`src/rtl/hazard_forward_ctrl.sv`:
```
// Hazard detection and operand-forwarding control for a 5-stage pipeline.
// Tracks a shadow copy of ID/EX, EX/MEM and MEM/WB and a multi-cycle mult/div in EX.
module hazard_forward_ctrl #(
    parameter int unsigned MULDIV_CYCLES = 4
) (
    input  logic       clk,
    input  logic       reset,
    input  logic       id_valid,
    input  logic [4:0] id_rs,
    input  logic [4:0] id_rt,
    input  logic       id_uses_rs,
    input  logic       id_uses_rt,
    input  logic [4:0] id_dest,
    input  logic       id_regwrite,
    input  logic       id_memread,
    input  logic       id_muldiv,
    input  logic       ex_branch_taken,
    output logic [1:0] fwd_a_sel,
    output logic [1:0] fwd_b_sel,
    output logic       stall,
    output logic       bubble,
    output logic       flush,
    output logic       ex_hold,
    output logic       muldiv_busy
);

    typedef enum logic {IDLE, BUSY} md_state_e;

    typedef struct packed {
        logic       valid;
        logic [4:0] rs;
        logic [4:0] rt;
        logic       uses_rs;
        logic       uses_rt;
        logic [4:0] dest;
        logic       regwrite;
        logic       memread;
    } idex_t;

    typedef struct packed {
        logic       valid;
        logic [4:0] dest;
        logic       regwrite;
    } wb_t;

    localparam logic [3:0] CNT_INIT = 4'(MULDIV_CYCLES - 1);

    md_state_e  state_q, state_d;
    logic [3:0] cnt_q, cnt_d;
    idex_t      idex_q, idex_d;
    wb_t        exmem_q, exmem_d;
    wb_t        memwb_q, memwb_d;

    logic in_busy, flush_c, load_use, issue;
    logic dep_rs, dep_rt;

    function automatic logic [1:0] fwd_sel(input logic uses, input logic [4:0] src,
                                           input wb_t em, input wb_t mw);
        logic [1:0] sel;
        sel = 2'd0;
        if (uses && src != 5'd0) begin
            if (em.valid && em.regwrite && em.dest == src)
                sel = 2'd1;
            else if (mw.valid && mw.regwrite && mw.dest == src)
                sel = 2'd2;
        end
        return sel;
    endfunction

    always_comb begin
        in_busy  = (state_q == BUSY);
        flush_c  = ex_branch_taken && !in_busy;
        dep_rs   = id_uses_rs && id_rs == idex_q.dest && id_rs != 5'd0;
        dep_rt   = id_uses_rt && id_rt == idex_q.dest && id_rt != 5'd0;
        load_use = !in_busy && idex_q.valid && idex_q.memread && id_valid
                   && (dep_rs || dep_rt) && !flush_c;
        issue    = !in_busy && id_valid && !load_use && !flush_c;
    end

    always_comb begin
        state_d = state_q;
        cnt_d   = cnt_q;
        idex_d  = idex_q;
        exmem_d = exmem_q;
        memwb_d = exmem_q;

        if (in_busy) begin
            exmem_d.valid = 1'b0;
            if (cnt_q == 4'd1) begin
                state_d = IDLE;
                cnt_d   = '0;
            end else begin
                cnt_d = cnt_q - 4'd1;
            end
        end else begin
            exmem_d.valid    = idex_q.valid;
            exmem_d.dest     = idex_q.dest;
            exmem_d.regwrite = idex_q.regwrite;
            // Invalidated slots are cleared entirely so stale uses_* cannot forward.
            idex_d = '0;
            if (issue) begin
                idex_d.valid    = 1'b1;
                idex_d.rs       = id_rs;
                idex_d.rt       = id_rt;
                idex_d.uses_rs  = id_uses_rs;
                idex_d.uses_rt  = id_uses_rt;
                idex_d.dest     = id_dest;
                idex_d.regwrite = id_regwrite;
                idex_d.memread  = id_memread;
                if (id_muldiv) begin
                    state_d = BUSY;
                    cnt_d   = CNT_INIT;
                end
            end
        end
    end

    always_ff @(posedge clk) begin
        if (reset) begin
            state_q <= IDLE;
            cnt_q   <= '0;
            idex_q  <= '0;
            exmem_q <= '0;
            memwb_q <= '0;
        end else begin
            state_q <= state_d;
            cnt_q   <= cnt_d;
            idex_q  <= idex_d;
            exmem_q <= exmem_d;
            memwb_q <= memwb_d;
        end
    end

    always_comb begin
        fwd_a_sel   = '0;
        fwd_b_sel   = '0;
        stall       = 1'b0;
        bubble      = 1'b0;
        flush       = 1'b0;
        ex_hold     = 1'b0;
        muldiv_busy = 1'b0;
        if (!reset) begin
            fwd_a_sel   = fwd_sel(idex_q.uses_rs, idex_q.rs, exmem_q, memwb_q);
            fwd_b_sel   = fwd_sel(idex_q.uses_rt, idex_q.rt, exmem_q, memwb_q);
            stall       = in_busy || load_use;
            bubble      = load_use;
            flush       = flush_c;
            ex_hold     = in_busy;
            muldiv_busy = in_busy;
        end
    end

endmodule

```
`config.mk`:
```
export PLATFORM = sky130hd
export DESIGN_NAME = hazard_forward_ctrl
export DESIGN_NICKNAME = d
export VERILOG_FILES = /design/src/rtl/hazard_forward_ctrl.sv
export SDC_FILE = /design/constraint.sdc
export NUM_CORES = 1
export LEC_CHECK = 0
export BUFFER_PORTS_ARGS = -buffer_cell sky130_fd_sc_hd__buf_2
export CAP_MARGIN = 10
export CELL_PAD_IN_SITES_DETAIL_PLACEMENT = 2
export CELL_PAD_IN_SITES_GLOBAL_PLACEMENT = 2
export CORE_MARGIN = 2
export CORE_UTILIZATION = 37
export DETAILED_ROUTE_END_ITERATION = 12
export PLACE_DENSITY_LB_ADDON = 0.1
export SYNTH_ARGS = -nofsm -noshare
export SYNTH_HDL_FRONTEND = slang
export SYNTH_SLANG_ARGS = --single-unit
```
`constraint.sdc`:
```
create_clock -name clk -period 2.8 [get_ports clk]
set_clock_uncertainty 0.1 [all_clocks]
set_input_delay 0.28 -clock clk [delete_from_list [all_inputs] [get_ports clk]]
set_output_delay 0.28 -clock clk [all_outputs]
set_load 0.01 [all_outputs]
```
* After elaboration in Yosys (flattened, before gate mapping)
Cells that the tools add are included.
Widths: inputs -> output; s select.
** Word-level totals
- Bits in latches :: 0
- Input bits :: 24
- Logic and storage cells :: 79
- Bits in writable memories :: 0
- Output and inout port bits :: 9
- Memories :: 0
- Memory bits (read-only) :: 0
- Register bits after elaboration :: 39
** Operators by class
- Eq/ne operators :: 7
- Add/sub/neg operators :: 1
- Divide/modulo/power cells :: 0
- Reductions and logical operators :: 34
- Multipliers :: 0
- Bitwise gates (word level) :: 0
- Muxes and demuxes :: 21
- Magnitude comparators :: 0
- Shifts and indexed selects :: 0
** Operator list (count)
- $eq 5x5->1 :: 6
- $logic_and 1x1->1 :: 21
- $mux 20 :: 1
- $reduce_bool 5->1 :: 4
- $mux 2 :: 8
- $mux 4 :: 4
- $mux 1 :: 8
- $eq 4x1->1 const B :: 1
- $reduce_bool 2->1 :: 2
- $sub 4x1->4 const B :: 1
- $logic_not 1->1 :: 3
- $logic_or 1x1->1 :: 2
- $reduce_and 2->1 :: 1
- $reduce_or 2->1 :: 1

* Longest topological paths before layout
- Word-level depth :: 11
- Depth in mapped cells :: 7
- Depth with buffers taken out :: 6

* Worst setup path after synthesis
OpenSTA, ideal clock, no wires.
- Kind :: register -> output
- Start point :: reg state_q, in the netlist in_busy
- End point :: out stall
- Slack :: 0.789 ns
- Data required time :: 2.420 ns
- Stages on the path, launching flop included :: 8
- Arrival :: 1.631 ns
- Cell sequence :: dfxtp_1 buf_6 nor3b_2 nand3_1 nor4_2 a21oi_2 buf_6 a21oi_1
** Between the ends
- Word-level cells in the longest chain between the ends :: 8
- Elaborated cells on any way between the ends :: 10
** Ends and longest elaborated chain
- from (decl) :: RTL line 48 : md_state_e state_q, state_d;
- from (signal assigned) :: RTL line 126 : state_q <= state_d;
- $logic_not 1->1 :: RTL line 72, 75
- $logic_and 1x1->1 (3 in a row) :: RTL line 75 : load_use = !in_busy && idex_q.valid && idex_q.memread && id_valid
- $logic_and 1x1->1 (2 in a row) :: RTL line 76 : && (dep_rs || dep_rt) && !flush_c;
- $logic_or 1x1->1 * :: RTL line 145 : stall = in_busy || load_use;
- $mux 1 * :: RTL line 142 : if (!reset) begin
- to (decl) :: RTL line 20 : output logic stall,
Every way passes the cells marked *; elsewhere a longest branch is shown, timed or not.

* Worst setup path after layout
Ends and elaborated chain as after synthesis.

==> flow_summary.html <==
<table>
<tr><th>Metric</th><th>Value</th></tr>
<tr><th colspan="2">Placement</th></tr>
<tr><td>Port bufs</td><td>32</td></tr>
<tr><td>Final RePlAce weighted congestion</td><td>0.8276</td></tr>
<tr><td>DP Cell Count</td><td>286</td></tr>
<tr><td>Post-detailed-placement half-perimeter wirelength</td><td>roughly 4300 um</td></tr>
<tr><th colspan="2">Synth</th></tr>
<tr><td>Unique masters post-synth</td><td>34</td></tr>
<tr><td>Combined area of all synthesized cells</td><td>between 1500 and 2000 sq um</td></tr>
<tr><td>Post-synthesis net count</td><td>220</td></tr>
<tr><td>Yosys reg bits</td><td>39</td></tr>
<tr><td>Portion of the post-synthesis area used by sequential elements</td><td>between 40% and 50%</td></tr>
<tr><td>Cell count after synthesis</td><td>194</td></tr>
<tr><td>Count of yosys warnings during synthesis</td><td>0</td></tr>
<tr><td>Syn Area/Cell</td><td>about 9.7 sq um</td></tr>
<tr><th colspan="2">Worst setup path</th></tr>
<tr><td>Setup CP Type</td><td>reg -&gt; out</td></tr>
<tr><td>Crit. End Element</td><td>primary output</td></tr>
<tr><td>Critical path startpoint</td><td>in_busy</td></tr>
<tr><td>Arrival time of the worst setup path</td><td>2.05 ns</td></tr>
<tr><td>Startpoint class of the critical path</td><td>register</td></tr>
<tr><td>Maximum fanout along the worst path</td><td>8</td></tr>
<tr><td>Startpoint of the worst-slack reg-to-reg timing path</td><td>in_busy</td></tr>
<tr><td>Required time of the critical path</td><td>2.42 ns</td></tr>
<tr><td>Reg2reg path depth</td><td>6</td></tr>
<tr><td>Register-to-Register Setup Slack</td><td>approximately 0.67 ns</td></tr>
<tr><td>End of the worst register-to-register path</td><td>idex_q[16]</td></tr>
<tr><th colspan="2">Timing</th></tr>
<tr><td>Count of final setup violators</td><td>0</td></tr>
<tr><td>Highest clock frequency the design can meet</td><td>a little over 400 MHz</td></tr>
<tr><td>Slew of the pin with the lowest slew margin</td><td>0.5554 ns</td></tr>
<tr><td>Ratio of final minimum period to clock period</td><td>between 80 and 90%</td></tr>
<tr><td>Final Max Tran Viols</td><td>0</td></tr>
<tr><td>Setup_tns</td><td>0 ns</td></tr>
<tr><td>Total count of hold-check failures in the final report</td><td>0</td></tr>
<tr><td>Slew margin rel.</td><td>62.97%</td></tr>
<tr><td>RSZ-0062 raised after global routing</td><td>no</td></tr>
<tr><td>Crit path time final</td><td>between 2 and 2.5 ns</td></tr>
<tr><th colspan="2">Die</th></tr>
<tr><td>Effective utilization at floorplan</td><td>39.14%</td></tr>
<tr><td>Die Footprint</td><td>5683 sq um</td></tr>
<tr><td>Die W</td><td>75.39 um</td></tr>
<tr><td>Core box area</td><td>4817 sq um</td></tr>
<tr><td>Die boundary height</td><td>between 70 and 80 um</td></tr>
<tr><td># IOs</td><td>33</td></tr>
<tr><td>Number of placement rows</td><td>25</td></tr>
<tr><th colspan="2">Clocking</th></tr>
<tr><td>Number of buffers inserted by hold repair at cts</td><td>0</td></tr>
<tr><td>Number of sinks on the clock net</td><td>39</td></tr>
<tr><td>CTS tree</td><td>yes</td></tr>
<tr><td>CTS root buf</td><td>clkbuf_8</td></tr>
<tr><td>Clock network latency to the later pin of the worst-skew pair</td><td>0.30 ns</td></tr>
<tr><td>Post-CTS sizing</td><td>0</td></tr>
<tr><td>Post-CTS setup buffers</td><td>0</td></tr>
<tr><td>CTS clock-pin slew for the worst setup and hold paths</td><td>0.08 ns</td></tr>
<tr><td>Depth of the CTS H-tree</td><td>2</td></tr>
<tr><td>Total CTS buffers</td><td>5</td></tr>
<tr><td>Max Root-Sink Buffers</td><td>2</td></tr>
<tr><th colspan="2">Route</th></tr>
<tr><td>Per-cell routed wire length</td><td>between 15 and 20 um</td></tr>
<tr><td>Initial DRT Pass Iterations</td><td>4</td></tr>
<tr><td>Drt initial violations</td><td>68</td></tr>
<tr><td>Detailed-route via count</td><td>1635</td></tr>
<tr><td>Antenna viol nets, final</td><td>0</td></tr>
<tr><td>Via/cell ratio</td><td>5.561</td></tr>
<tr><td>Total wire length after detailed routing</td><td>~5700 um</td></tr>
<tr><td>Number of remaining DRC errors</td><td>0</td></tr>
<tr><th colspan="2">Worst hold path</th></tr>
<tr><td>Min-Delay Path Depth</td><td>2</td></tr>
<tr><td>Worst hold path startpoint</td><td>id_dest[0]</td></tr>
<tr><td>Endpoint, Worst Hold</td><td>idex_q[2]</td></tr>
<tr><td>Path type of the worst min-delay path</td><td>in -&gt; reg</td></tr>
<tr><th colspan="2">Power</th></tr>
<tr><td>Relative contribution of combinational cells to total power</td><td>12.3%</td></tr>
<tr><td>Internal Dissipation</td><td>0.0008160 W</td></tr>
<tr><td>Standby leakage power</td><td>around 0.85 nW</td></tr>
<tr><td>Sw Pwr</td><td>0.0003229 W</td></tr>
<tr><td>Worst voltage drop across the vdd grid</td><td>0.0002643 V</td></tr>
<tr><td>Switch share</td><td>28.35%</td></tr>
<tr><td>Clock network power share</td><td>around a third</td></tr>
<tr><td>PD cells</td><td>519.0 nW/um^2</td></tr>
<tr><td>Share of total power in sequential cells</td><td>52.3%</td></tr>
<tr><th colspan="2">Global route</th></tr>
<tr><td>Vias in the first global route</td><td>1800</td></tr>
<tr><td>Total overflow reported by the global router</td><td>0</td></tr>
<tr><td>Number of antenna violations at the first check in global routing</td><td>0</td></tr>
<tr><td>Maximum number of pins on one net before global-route repair</td><td>29</td></tr>
<tr><td>First-pass GRT wire length</td><td>9163 um</td></tr>
<tr><td>Tot GR Track Use</td><td>~22%</td></tr>
<tr><th colspan="2">Final layout</th></tr>
<tr><td>Fraction of final layout cells with drive strength greater than 1</td><td>a little under a quarter</td></tr>
<tr><td>Number of non-filler instances in the completed layout</td><td>roughly 300</td></tr>
<tr><td>Area growth syn-to-layout</td><td>16.39%</td></tr>
<tr><td>Final net count</td><td>252</td></tr>
<tr><td>Final antenna diode count</td><td>0</td></tr>
<tr><th colspan="2">Status</th></tr>
<tr><td>Outcome</td><td>finished clean</td></tr>
<tr><th colspan="2">Flow run</th></tr>
<tr><td>Number of max-cap violations</td><td>0</td></tr>
</table>
cell usage in the layout, fill, tap and decap left out:
cell,count
a21oi_1,3
xnor2_1,17
nor4_1,5
nor4b_2,1
clkbuf_8,5
a31o_2,3
nor4b_1,2
nor2_1,16
xor2_1,10
nor3b_2,1
a22o_1,1
nor2b_1,7
or2b_1,1
a41oi_1,1
a32o_1,19
or4_1,3
ha_1,2
clkinvlp_4,2
and3_1,2
a31oi_1,2
mux2i_1,6
buf_4,5
nor4_2,1
nor3b_1,2
nand2_1,5
nand3_1,4
buf_2,32
nand4_1,8
inv_1,5
dfxtp_1,39
inv_6,1
a211oi_1,3
a21oi_2,1
o21ai_0,3
nand2b_1,6
nor3_1,3
power groups by stage:
stage	Clock [W]	Sequential, W	Combinational, W
finish	0.000403	0.000596	0.000141
global route	0.000440	0.000599	0.000156
CTS	0.000413	0.000596	0.000142
detailed placement	0	0.000609	0.000141
global placement	0	0.000608	0.000131
floorplan	0	0.000601	0.0000924
per-layer routing:
metal / share of wire [%] / routed length [um] / track usage [%] / vias to the layer above
li1: - / - / - / 779
met3: 2.7 / 153 / 4.762 / 11
met4: 1.7 / 99 / 8.187 / 0
met2: 54 / 3048 / 40.87 / 31
met1: 42 / 2390 / 25.06 / 814
met5: 0 / 0 / 0 / -
worst max-delay path, stage by stage, from the launching register on:
cell and delay, ns:
dfxtp_1 0.33, nor3b_2 0.26, nand3_1 0.24, nor4_2 0.40, a21oi_2 0.18, a21oi_1 0.18, buf_2 0.15
cells by family after synthesis:
logic type | synth area share (%)
AO/OA/AOI/OAI | 16.32
XOR/XNOR | 12.54
adder cells (fa/ha/maj) | 1.327
buffers and inverters | 4.778
flip-flops | 41.41
multiplexers | 3.185
AND/OR/NAND/NOR | 20.44
final cells by class:
cell class / count / area [sq um]
inverter: 5 / 18.77
timing repair buffer: 37 / 197.7
clock buffer: 5 / 68.82
fill: 541 / 2623
tap: 67 / 83.83
sequential: 39 / 780.7
multi-input combinational: 138 / 1021
clock inverter: 3 / 23.77
registers in the layout, summed over array words and instances, names as in the netlist:
register / count
cnt_q: 4
exmem_q: 7
idex_q: 20
in_busy: 1
memwb_q: 7
worst max path at each step:
stage / end / cells after the start
2_1_floorplan: stall / 7
5_1_grt: stall / 6
3_5_place_dp: stall / 7
6_report: stall / 6
3_3_place_gp: idex_q[5] / 7
4_1_cts: stall / 6
through the flow:
step	worst slack, ns	total power (W)	area, sq um	hold slack, ns	utilization [%]
floorplan	0.7887	0.0006936	1886	0.2848	-
finish	0.3686	0.001139	2195	0.1112	45.56
CTS	0.3584	0.001152	2195	0.1100	45.56
detailed placement	0.5537	0.0007501	2102	0.3525	43.64
global route	0.2351	0.001195	2195	0.1179	45.56
global placement	0.6206	0.0007393	2102	0.3521	43.64
cell usage after synthesis:
master,number,area share (%)
a211oi_1,3,1.2
a21oi_1,3,0.80
a21oi_2,1,0.46
a22o_1,1,0.46
a31o_2,3,1.4
a31oi_1,2,0.66
a32o_1,19,10
a41oi_1,1,0.46
and3_1,2,0.66
buf_1,1,0.20
buf_4,1,0.40
buf_6,3,1.8
clkbuf_1,7,1.4
dfxtp_1,39,41
ha_1,2,1.3
inv_1,5,1.0
mux2i_1,6,3.2
nand2_1,5,1.0
nand2b_1,6,2.0
nand3_1,4,1.1
nand4_1,8,2.7
nor2_1,16,3.2
nor2b_1,7,2.3
nor3_1,3,0.80
nor3b_1,2,0.80
nor3b_2,1,0.66
nor4_1,5,1.7
nor4_2,1,0.66
nor4b_1,3,1.4
o21ai_0,3,0.80
or2b_1,1,0.40
or4_1,3,1.2
xnor2_1,17,7.9
xor2_1,10,4.6
Note: power is estimated with default switching activity, not from simulation.
